<file path="config.mk">
export PLATFORM = sky130hd
export DESIGN_NAME = nand_array_arbiter_flat
export DESIGN_NICKNAME = d
export VERILOG_FILES = /design/src/rtl/nand_array_arbiter_if.sv /design/src/rtl/nand_array_arbiter.sv /design/src/flat_wrapper.sv
export SDC_FILE = /design/constraint.sdc
export NUM_CORES = 1
export LEC_CHECK = 0
export ABC_AREA = 1
export CORE_MARGIN = 2
export CORE_UTILIZATION = 45
export CTS_CLUSTER_DIAMETER = 100
export CTS_CLUSTER_SIZE = 30
export DETAILED_ROUTE_END_ITERATION = 10
export GPL_TIMING_DRIVEN = 0
export PLACE_DENSITY = 0.89
export SLEW_MARGIN = 20
export SYNTH_ARGS = -nofsm -noshare
export SYNTH_HDL_FRONTEND = slang
export SYNTH_SLANG_ARGS = --single-unit
</file>
<file path="constraint.sdc">
create_clock -name clk -period 3.5 [get_ports clk]
set_input_delay 0.7 -clock clk [delete_from_list [all_inputs] [get_ports clk]]
set_output_delay 0.7 -clock clk [all_outputs]
set_load 0.01 [all_outputs]
</file>
<file path="src/rtl/nand_array_arbiter_if.sv">
// Request/response bundle between NUM_REQ requesters, the shared NAND-array
// arbiter and the result consumer. master = requester/consumer side,
// slave = arbiter side.
interface nand_array_arbiter_if #(
  parameter int WIDTH   = 4,
  parameter int NUM_REQ = 4,
  parameter int CNT_W   = 8
);
  localparam int ID_W = $clog2(NUM_REQ);

  logic [NUM_REQ-1:0]       req_valid;
  logic [NUM_REQ-1:0]       req_ready;
  logic [NUM_REQ*WIDTH-1:0] req_a;
  logic [NUM_REQ*WIDTH-1:0] req_b;
  logic                     rsp_valid;
  logic                     rsp_ready;
  logic [WIDTH-1:0]         rsp_data;
  logic [ID_W-1:0]          rsp_id;
  logic                     busy;
  logic [CNT_W-1:0]         op_count;

  modport master (
    output req_valid, req_a, req_b, rsp_ready,
    input  req_ready, rsp_valid, rsp_data, rsp_id, busy, op_count
  );

  modport slave (
    input  req_valid, req_a, req_b, rsp_ready,
    output req_ready, rsp_valid, rsp_data, rsp_id, busy, op_count
  );
endinterface

</file>
<file path="src/rtl/nand_array_arbiter.sv">
// Round-robin arbiter in front of a WIDTH-bit bitwise NAND array.
// One operation at a time: IDLE accepts a winner's operands, EXEC computes
// ~(a & b), RESP holds the result until the consumer takes it.
module nand_array_arbiter #(
  parameter int WIDTH   = 4,
  parameter int NUM_REQ = 4,
  parameter int CNT_W   = 8
) (
  input  logic                  clk,
  input  logic                  rst_n,
  nand_array_arbiter_if.slave   bus
);
  localparam int ID_W = $clog2(NUM_REQ);

  typedef enum logic [1:0] {
    IDLE = 2'd0,
    EXEC = 2'd1,
    RESP = 2'd2
  } state_t;

  state_t            state_reg;
  logic [ID_W-1:0]   rr_ptr_reg;
  logic [WIDTH-1:0]  a_reg;
  logic [WIDTH-1:0]  b_reg;
  logic [ID_W-1:0]   id_reg;
  logic              rsp_valid_reg;
  logic [WIDTH-1:0]  rsp_data_reg;
  logic [ID_W-1:0]   rsp_id_reg;
  logic              busy_reg;
  logic [CNT_W-1:0]  op_count_reg;

  logic [ID_W-1:0]   winner;
  logic              found;
  logic [ID_W:0]     cand;
  logic              grant_en;
  logic [ID_W-1:0]   rr_next;
  logic [WIDTH-1:0]  a_sel;
  logic [WIDTH-1:0]  b_sel;

  // Per-requester operand slices, unpacked so the winner can index them.
  logic [WIDTH-1:0]  a_arr [NUM_REQ];
  logic [WIDTH-1:0]  b_arr [NUM_REQ];

  genvar gi;
  generate
    for (gi = 0; gi < NUM_REQ; gi++) begin : g_req
      assign a_arr[gi] = bus.req_a[gi*WIDTH +: WIDTH];
      assign b_arr[gi] = bus.req_b[gi*WIDTH +: WIDTH];
      // Grant is one-hot on the winner, only while IDLE and someone is asking.
      assign bus.req_ready[gi] = grant_en && (winner == ID_W'(gi));
    end
  endgenerate

  // Round-robin search: first valid requester starting at rr_ptr, wrapping.
  always_comb begin
    winner = '0;
    found  = 1'b0;
    cand   = '0;
    for (int k = 0; k < NUM_REQ; k++) begin
      cand = {1'b0, rr_ptr_reg} + (ID_W+1)'(k);
      if (cand >= (ID_W+1)'(NUM_REQ)) begin
        cand = cand - (ID_W+1)'(NUM_REQ);
      end
      if (!found && bus.req_valid[cand[ID_W-1:0]]) begin
        winner = cand[ID_W-1:0];
        found  = 1'b1;
      end
    end
  end

  assign grant_en = (state_reg == IDLE) && found;
  assign rr_next  = (winner == ID_W'(NUM_REQ - 1)) ? '0 : winner + ID_W'(1);
  assign a_sel    = a_arr[winner];
  assign b_sel    = b_arr[winner];

  // Operation sequencer; all outputs except req_ready are registered here.
  always_ff @(posedge clk or negedge rst_n) begin
    if (!rst_n) begin
      state_reg     <= IDLE;
      rr_ptr_reg    <= '0;
      a_reg         <= '0;
      b_reg         <= '0;
      id_reg        <= '0;
      rsp_valid_reg <= 1'b0;
      rsp_data_reg  <= '0;
      rsp_id_reg    <= '0;
      busy_reg      <= 1'b0;
      op_count_reg  <= '0;
    end else begin
      case (state_reg)
        IDLE: begin
          if (found) begin
            a_reg      <= a_sel;
            b_reg      <= b_sel;
            id_reg     <= winner;
            rr_ptr_reg <= rr_next;
            state_reg  <= EXEC;
            busy_reg   <= 1'b1;
          end
        end
        EXEC: begin
          rsp_data_reg  <= ~(a_reg & b_reg);
          rsp_id_reg    <= id_reg;
          rsp_valid_reg <= 1'b1;
          state_reg     <= RESP;
        end
        RESP: begin
          // Result and id stay frozen until the consumer accepts.
          if (bus.rsp_ready) begin
            rsp_valid_reg <= 1'b0;
            op_count_reg  <= op_count_reg + CNT_W'(1);
            state_reg     <= IDLE;
            busy_reg      <= 1'b0;
          end
        end
        default: begin
          state_reg     <= IDLE;
          rsp_valid_reg <= 1'b0;
          busy_reg      <= 1'b0;
        end
      endcase
    end
  end

  assign bus.rsp_valid = rsp_valid_reg;
  assign bus.rsp_data  = rsp_data_reg;
  assign bus.rsp_id    = rsp_id_reg;
  assign bus.busy      = busy_reg;
  assign bus.op_count  = op_count_reg;

endmodule

</file>
<file path="src/flat_wrapper.sv">
// flat-port wrapper written by rule: the top's interface ports become plain ports
module nand_array_arbiter_flat 
#(
  parameter int WIDTH   = 4,
  parameter int NUM_REQ = 4,
  parameter int CNT_W   = 8
)
  (clk, rst_n, bus_req_valid, bus_req_a, bus_req_b, bus_rsp_ready, bus_req_ready, bus_rsp_valid, bus_rsp_data, bus_rsp_id, bus_busy, bus_op_count);
  nand_array_arbiter_if #(.WIDTH(WIDTH), .NUM_REQ(NUM_REQ), .CNT_W(CNT_W)) bus_i ();
  input  logic clk;
  input  logic rst_n;
  input wire logic [$bits(bus_i.req_valid)-1:0] bus_req_valid;
  input wire logic [$bits(bus_i.req_a)-1:0] bus_req_a;
  input wire logic [$bits(bus_i.req_b)-1:0] bus_req_b;
  input wire logic [$bits(bus_i.rsp_ready)-1:0] bus_rsp_ready;
  output wire logic [$bits(bus_i.req_ready)-1:0] bus_req_ready;
  output wire logic [$bits(bus_i.rsp_valid)-1:0] bus_rsp_valid;
  output wire logic [$bits(bus_i.rsp_data)-1:0] bus_rsp_data;
  output wire logic [$bits(bus_i.rsp_id)-1:0] bus_rsp_id;
  output wire logic [$bits(bus_i.busy)-1:0] bus_busy;
  output wire logic [$bits(bus_i.op_count)-1:0] bus_op_count;
  assign bus_i.req_valid = bus_req_valid;
  assign bus_i.req_a = bus_req_a;
  assign bus_i.req_b = bus_req_b;
  assign bus_i.rsp_ready = bus_rsp_ready;
  assign bus_req_ready = bus_i.req_ready;
  assign bus_rsp_valid = bus_i.rsp_valid;
  assign bus_rsp_data = bus_i.rsp_data;
  assign bus_rsp_id = bus_i.rsp_id;
  assign bus_busy = bus_i.busy;
  assign bus_op_count = bus_i.op_count;
  nand_array_arbiter #(.WIDTH(WIDTH), .NUM_REQ(NUM_REQ), .CNT_W(CNT_W)) u_core (.clk(clk), .rst_n(rst_n), .bus(bus_i));
endmodule
</file>
==> results by stage <==
Outcome:
- The run finished with clean final reports.

Timing:
- In this run the tightest slew margin relative to its limit is 56.9%.
- The clock skew after layout is 0.00380 ns.
- The max-slew violation count is 0.
- The highest attainable clock frequency is 288 MHz.
- The fraction of the cycle the final worst path needs is 99.1%.
- The accumulated negative setup slack is 0 ns.
- The actual slew at the worst max-slew pin is 0.646 ns.
- The smallest clock period supported by the final layout is computed as 3.47 ns.
- The setup violation total in the final timing report is 0.
- Setup repair after global routing could not meet its margin everywhere.
- The count of final hold-check violations was 0.

Critical path:
- The signal on the critical path passes through clkdlybuf4s50_1 > inv_1 > nand2_1 > nand3_1 > nand2_1 > nand2_1 > nand3_2 > nand3_2 > buf_6 > nor2_1 > nand2_1 > inv_1 > clkdlybuf4s50_1.
- In this run the register-to-register setup slack is 1.65 ns.
- The cell with the most instances on the worst path is nand2_1.
- The capturing point of the worst reg2reg path is u_core.a_reg[1].
- The largest stage delay on the critical path is 0.52 ns.
- In this run the critical register-to-register path is launched from u_core.rr_ptr_reg[0].
- The slowest stage of the critical path belongs to the cell clkdlybuf4s50_1.
- The arrival time of data at the critical path endpoint is 2.77 ns.
- The number of cells traversed by the worst register-to-register path is 14.
- The largest delay contributor family on the critical path is buffers and inverters.
- The buffer and inverter count on the worst path is 5.
- The critical path startpoint category is an input pin.
- The type of element capturing the critical path is a primary output.
- At the worst endpoint, the required time is 2.80 ns.
- The worst setup path category is in2out.
- The worst-path maximum fanout is 10.

Floorplan:
- Pin placement for this block handled 59 I/O pins.
- The height of the chip is 66.5 um.
- In this run the standard cell core region covers 3720 um^2.
- The starting utilization of the core area is 47.2%.
- The floorplan die width is 66.5 um.
- The number of rows created at floorplan is 22.
- The floorplan step defined a die boundary enclosing 4420 um^2.

Pwr:
- The leakage power is 0.00127 uW.
- IR analysis of the VDD net gives a maximum drop of 0.721 mV.
- Power spread over the standard cell area amounts to 1070 nW/um^2.

Flow run:
- The number of max-capacitance violations reported is 0.

Synthesis:
- The largest area contributor in the synthesized netlist is dfrtp_1.
- The post-synthesis area per instance is 7.57 um^2.
- The area share of the largest cell type after synthesis is 42.8%.
- The share of synthesized registers carrying an async set or reset is 100%.
- Ranked by total cell area, the synthesized netlist is headed by dfrtp_1, nand2_1, nand3_1.
- Synthesis produced a netlist whose cell count is 232.
- Synthesis produced a netlist with a net count of 272.
- The most repeated cell in the gate-level netlist after synthesis is nand2_1.
- The primary flip-flop cell chosen by synthesis mapping is dfrtp_1.
- After synthesis, flip-flops and latches occupy 42.8% of the total area.
- During synthesis, Yosys emitted a total of 0 warnings.
- After synthesis the netlist holds a flip-flop and latch count of 30.
- The synthesized netlist contains 28 unique library cells.
- Counting flops with a built-in enable in the synthesized netlist gives 0.
- In this run the cell area of the synthesized design comes to 1760 um^2.
- By count the netlist is led by nand2_1, nand3_1, dfrtp_1.

Cells and area:
- The number of antenna diodes in the final layout is 0.
- The post-route netlist has 11.4% of its cells at a drive strength greater than 1.
- The register with the most flip-flops in the layout has 8 of them.
- In the final design database the tool counted 338 nets.
- The synthesis-to-finish area growth is 44.6%.
- Once layout is complete, the utilization of the core stands at 68.3%.

Place:
- The number of port buffers is 58.
- The HPWL reported at the end of detailed placement is 3350 um.
- The weighted congestion at the end of routability-driven global placement is 0.898.

Clock tree:
- The clock tree synthesis step divided the H-tree into 2 levels.
- The number of buffers between clock root and the deepest sink is 2.
- The cell at the root of the clock tree is clkbuf_8.
- The CTS sink count is 30.
- TritonCTS built the clock tree.
- The quantity of hold-fixing buffers added after cts is 0.
- After clock tree synthesis, the clock-pin slew on the worst setup and hold paths is 0.06 ns.
- TritonCTS created 5 clock buffers.
- The clock latency of the later-clocked register in the worst-skew pair is 0.29 ns.

Detailed routing:
- The routed layout has 1,820 vias.
- The pre-antenna-repair detailed-routing pass consisted of 4 iterations.
- The count of nets left with antenna violations once routing finished came out at 0.
- In the routed design, unresolved DRC markers number 0.
- The final routed wire length divided by cell count is 13.2 um.
- The vias per cell is 5.24.
- After the first detailed-routing iteration, the DRC count stood at 151.
- Wires add up to 4570 um.

GRT:
- The via count of the first global-routing pass is 1,645.
- The wire length of the first global-routing pass is 7610 um.
- The initial antenna violation count is 0.
- The overall global routing resource usage is 22.9%.
- The maximum number of pins on one net before global-route repair is 31.
- Global routing finished with a remaining overflow of 0.

Hold path:
- The type of the tightest min-delay check is in2async.
[cells by family (layout without fill, tap and decap cells)]
kind of cell,after synthesis,after routing,synth area share [%]
muxes,1,1,0.641
AOI/OAI and AO/OA,14,14,4.99
and+or+nand+nor,149,149,39.3
DFF,30,30,42.8
adders and majority gates,1,1,0.713
buffers and inverters,30,97,8.13
xor gates and xnor gates,7,7,3.49
[cells in the final DEF (no fill, tap or decap), drive strengths merged]
cell type / Yosys / final
a21boi: 1 / 1
a21oi: 1 / 1
a31oi: 4 / 4
buf: 9 / 11
clkbuf: 0 / 8
clkdlybuf4s50: 0 / 54
dfrtp: 30 / 30
dlymetal6s2s: 0 / 3
ha: 1 / 1
inv: 21 / 21
mux2: 1 / 1
nand2: 74 / 74
nand3: 39 / 39
nand4: 16 / 16
nor2: 16 / 16
nor3: 3 / 3
o211ai: 1 / 1
o21a: 1 / 1
o21ai: 6 / 6
or2: 1 / 1
xnor2: 2 / 2
xor2: 5 / 5
[through the flow]
stage                     cells  power [uW]  setup WS [ns]  area (um^2)  hold WS (ns)
after CTS                   347        2690        0.00120         2520         0.449
final                       347        2710         0.0315         2540         0.436
after detailed placement    338        2320        -0.0736         2390         0.440
after floorplan             232        1770           1.04         1760         0.404
after global placement      338        2250        -0.0211         2400         0.432
after global routing        347        2960         -0.128         2540         0.467
[metal layers]
layer	track usage, %	up-vias	share of wire, %
met3	4.39	6	5.3
li1	-	900	-
met5	0	-	0
met4	8.42	0	1.5
met2	38.3	61	51
met1	29.3	853	42
[report_power, final]
group	switching (uW)	internal (uW)	total, uW	leakage [uW]
Combinational	1040	727	1770	0.000855
Clock	127	198	325	0.0000575
Sequential	109	512	621	0.000357
Total	1280	1440	2710	0.00127
[layout make-up]
class,count,area [um^2]
repair buffers,59,591
multi-input cells,172,872
fillers,327,1180
clock buffers,8,110
flip-flops and latches,30,751
well taps,48,60.1
inverters,21,86.3
plain buffers,9,68.8
[how the worst max path moves through the flow]
stage | start | end | cells after the start
2_1_floorplan | bus_req_valid[3] | bus_req_ready[3] | 10
3_3_place_gp | bus_req_valid[3] | bus_req_ready[2] | 12
3_5_place_dp | bus_req_valid[3] | bus_req_ready[2] | 12
4_1_cts | bus_req_valid[2] | bus_req_ready[1] | 13
5_1_grt | bus_req_valid[0] | bus_req_ready[1] | 13
6_report | bus_req_valid[0] | bus_req_ready[1] | 13
[what timing repair did]
action | CTS | global route
cloned | 0 | 0
setup endpoints to repair | 4 | 4
resized for setup | 3 | 6
setup buffers | 1 | 0
No activity file was read; power rests on OpenSTA's default activity.
==> RTL change, RTL diff (same settings) <==
Encoding of `state_t`: now one-hot (3 bits for 3 states).
--- a/src/rtl/nand_array_arbiter.sv
+++ b/src/rtl/nand_array_arbiter.sv
@@ -12,10 +12,10 @@
 );
   localparam int ID_W = $clog2(NUM_REQ);
 
-  typedef enum logic [1:0] {
-    IDLE = 2'd0,
-    EXEC = 2'd1,
-    RESP = 2'd2
+  typedef enum logic [2:0] {
+    IDLE = 3'b001,
+    EXEC = 3'b010,
+    RESP = 3'b100
   } state_t;
 
   state_t            state_reg;
Formal check against the unedited RTL: no difference found for any inputs over 10 cycles, from zero or initial values and one cycle with rst_n low; not proved beyond that.
==> RTL change against the unedited design <==
Via count rose by 0.49%; setup slack got worse by 15 ps; clock power fell by 15%; power fell by 7.4%; design area rose by 1.0%; sequential cell count rose by 1; routed wire length fell by 9.3%; area after synthesis rose by 3.6%; largest cell class unchanged.
==> RTL change: results (changes against the unedited design) <==
CP arrival -> 2780 ps (was 2770 ps)
gr usage total -> 20.43% (was 22.90%)
post-placement cell area -> 0.002456 mm^2 (was 0.002391 mm^2)
routability cong. -> 0.9415 (was 0.8981)
R2R depth -> 15 (was 14)
FF-to-FF End -> u_core.b_reg[0]$_DFFE_PN0P_ (was u_core.a_reg[1]$_DFFE_PN0P_)
largest net degree at the start of global routing -> 32 (was 31)
met3 wire len -> 228 um (was 242 um)
I/O Buffers -> 58 (unchanged)
FILL cells -> 352 (was 327)
multiplexer share of the synthesized area -> 0% (was 0.6415%)
Clock Latency Late Sink -> 290 ps (about the same)
top_reg_cell synth -> dfrtp_1 (unchanged)
reg2reg setup slack -> 1610 ps (was 1650 ps)
outcome -> finished clean (unchanged)
Detail Route met2 WL -> 2050 um (was 2323 um)
cts repair resizes -> 0 (was 3)
adder-cell share of the synthesized area -> 0.6882% (was 0.7128%)
Routed met1 length -> 1815 um (was 1931 um)
M3 GR Usage -> 3.833% (was 4.392%)
top layer in use -> met4 (unchanged)
Max H-tree Level -> 2 (unchanged)
DRT iter0 DRCs -> 96 (was 151)
final wirelength -> 4141 um (was 4565 um)
sequential-to-total area share from yosys stat -> 42.74% (was 42.77%)
# placed instances -> 347 (was 338)
Post-Layout Cell Count -> 357 (was 347)
Clock Root Buffer -> clkbuf_8 (unchanged)
Critical Path Start -> bus_req_valid[3] (was bus_req_valid[0])
peak supply drop -> 0.6768 mV (was 0.7212 mV)
synthesized area per cell -> 7.607 um^2 (was 7.567 um^2)
DR pass1 iterations -> 4 (unchanged)
asr flop ratio synth -> 100.0% (unchanged)
Syn Nets -> 279 (was 272)
final instance area -> 0.002565 mm^2 (was 0.002539 mm^2)
HPWL after detailed placement -> 3191 um (was 3347 um)
Post-synth top cells -> nand2_1 (80), nand3_1 (39), dfrtp_1 (30) (was nand2_1 (72), nand3_1 (36), dfrtp_1 (30))
first-pass GRT wire length -> 7176 um (was 7610 um)
GR Layer Usage met2 -> 35.29% (was 38.25%)
vias in the first global route -> 1736 (was 1645)
distinct cell type count after synthesis -> 26 (was 28)
Vias per Instance -> 5.123 (was 5.245)
WHS -> 439.4 ps (was 435.6 ps)
Compound-Gate Fraction of Synth Area -> 4.542% (was 4.989%)
Slew headroom -> 56.48% (was 56.94%)
dpl ws -> -7.608 ps (was -73.60 ps)
Post-Synth XOR/XNOR Area -> 3.372% (was 3.493%)
leakage -> 0.001249 uW (was 0.001269 uW)
share of layout cells above drive strength 1 -> 10.75% (was 11.37%)
GRT Residual Overflow -> 0 (unchanged)
clock skew -> 7.598 ps (was 3.800 ps)
met1 Resource Use GR -> 25.16% (was 29.34%)
Synth area leaders -> dfrtp_1 (41%), nand2_1 (17%), nand3_1 (11%) (was dfrtp_1 (43%), nand2_1 (15%), nand3_1 (10%))
-- RTL change: cell types whose count changed in the layout (fill, tap and decap cells not counted), moves of 3 or more --
cell | before | now
nand2_1 | 72 | 80
o21a_1 | 1 | 5
nand3_1 | 35 | 39
nor2_1 | 15 | 6
clkbuf_8 | 8 | 5
nand4_1 | 16 | 19
a31oi_1 | 4 | 0
-- RTL change: area by class of cell --
class | instances | area, um^2 | area share [%]
multi-input combinational | 178 | 894.6 | 34.88
sequential | 31 | 777.0 | 30.29
timing repair buffer | 60 | 593.1 | 23.12
inverter | 20 | 80.08 | 3.122
clock buffer | 5 | 68.82 | 2.683
buffer | 10 | 68.82 | 2.683
tap | 50 | 62.56 | 2.439
clock inverter | 3 | 20.02 | 0.7805
-- RTL change: report_power, final --
group / switching, uW / leakage [uW] / internal, uW / total (uW)
clock: 137 / 0.0000402 / 138 / 275
sequential: 89.5 / 0.000380 / 515 / 604
combinational: 954 / 0.000829 / 679 / 1630
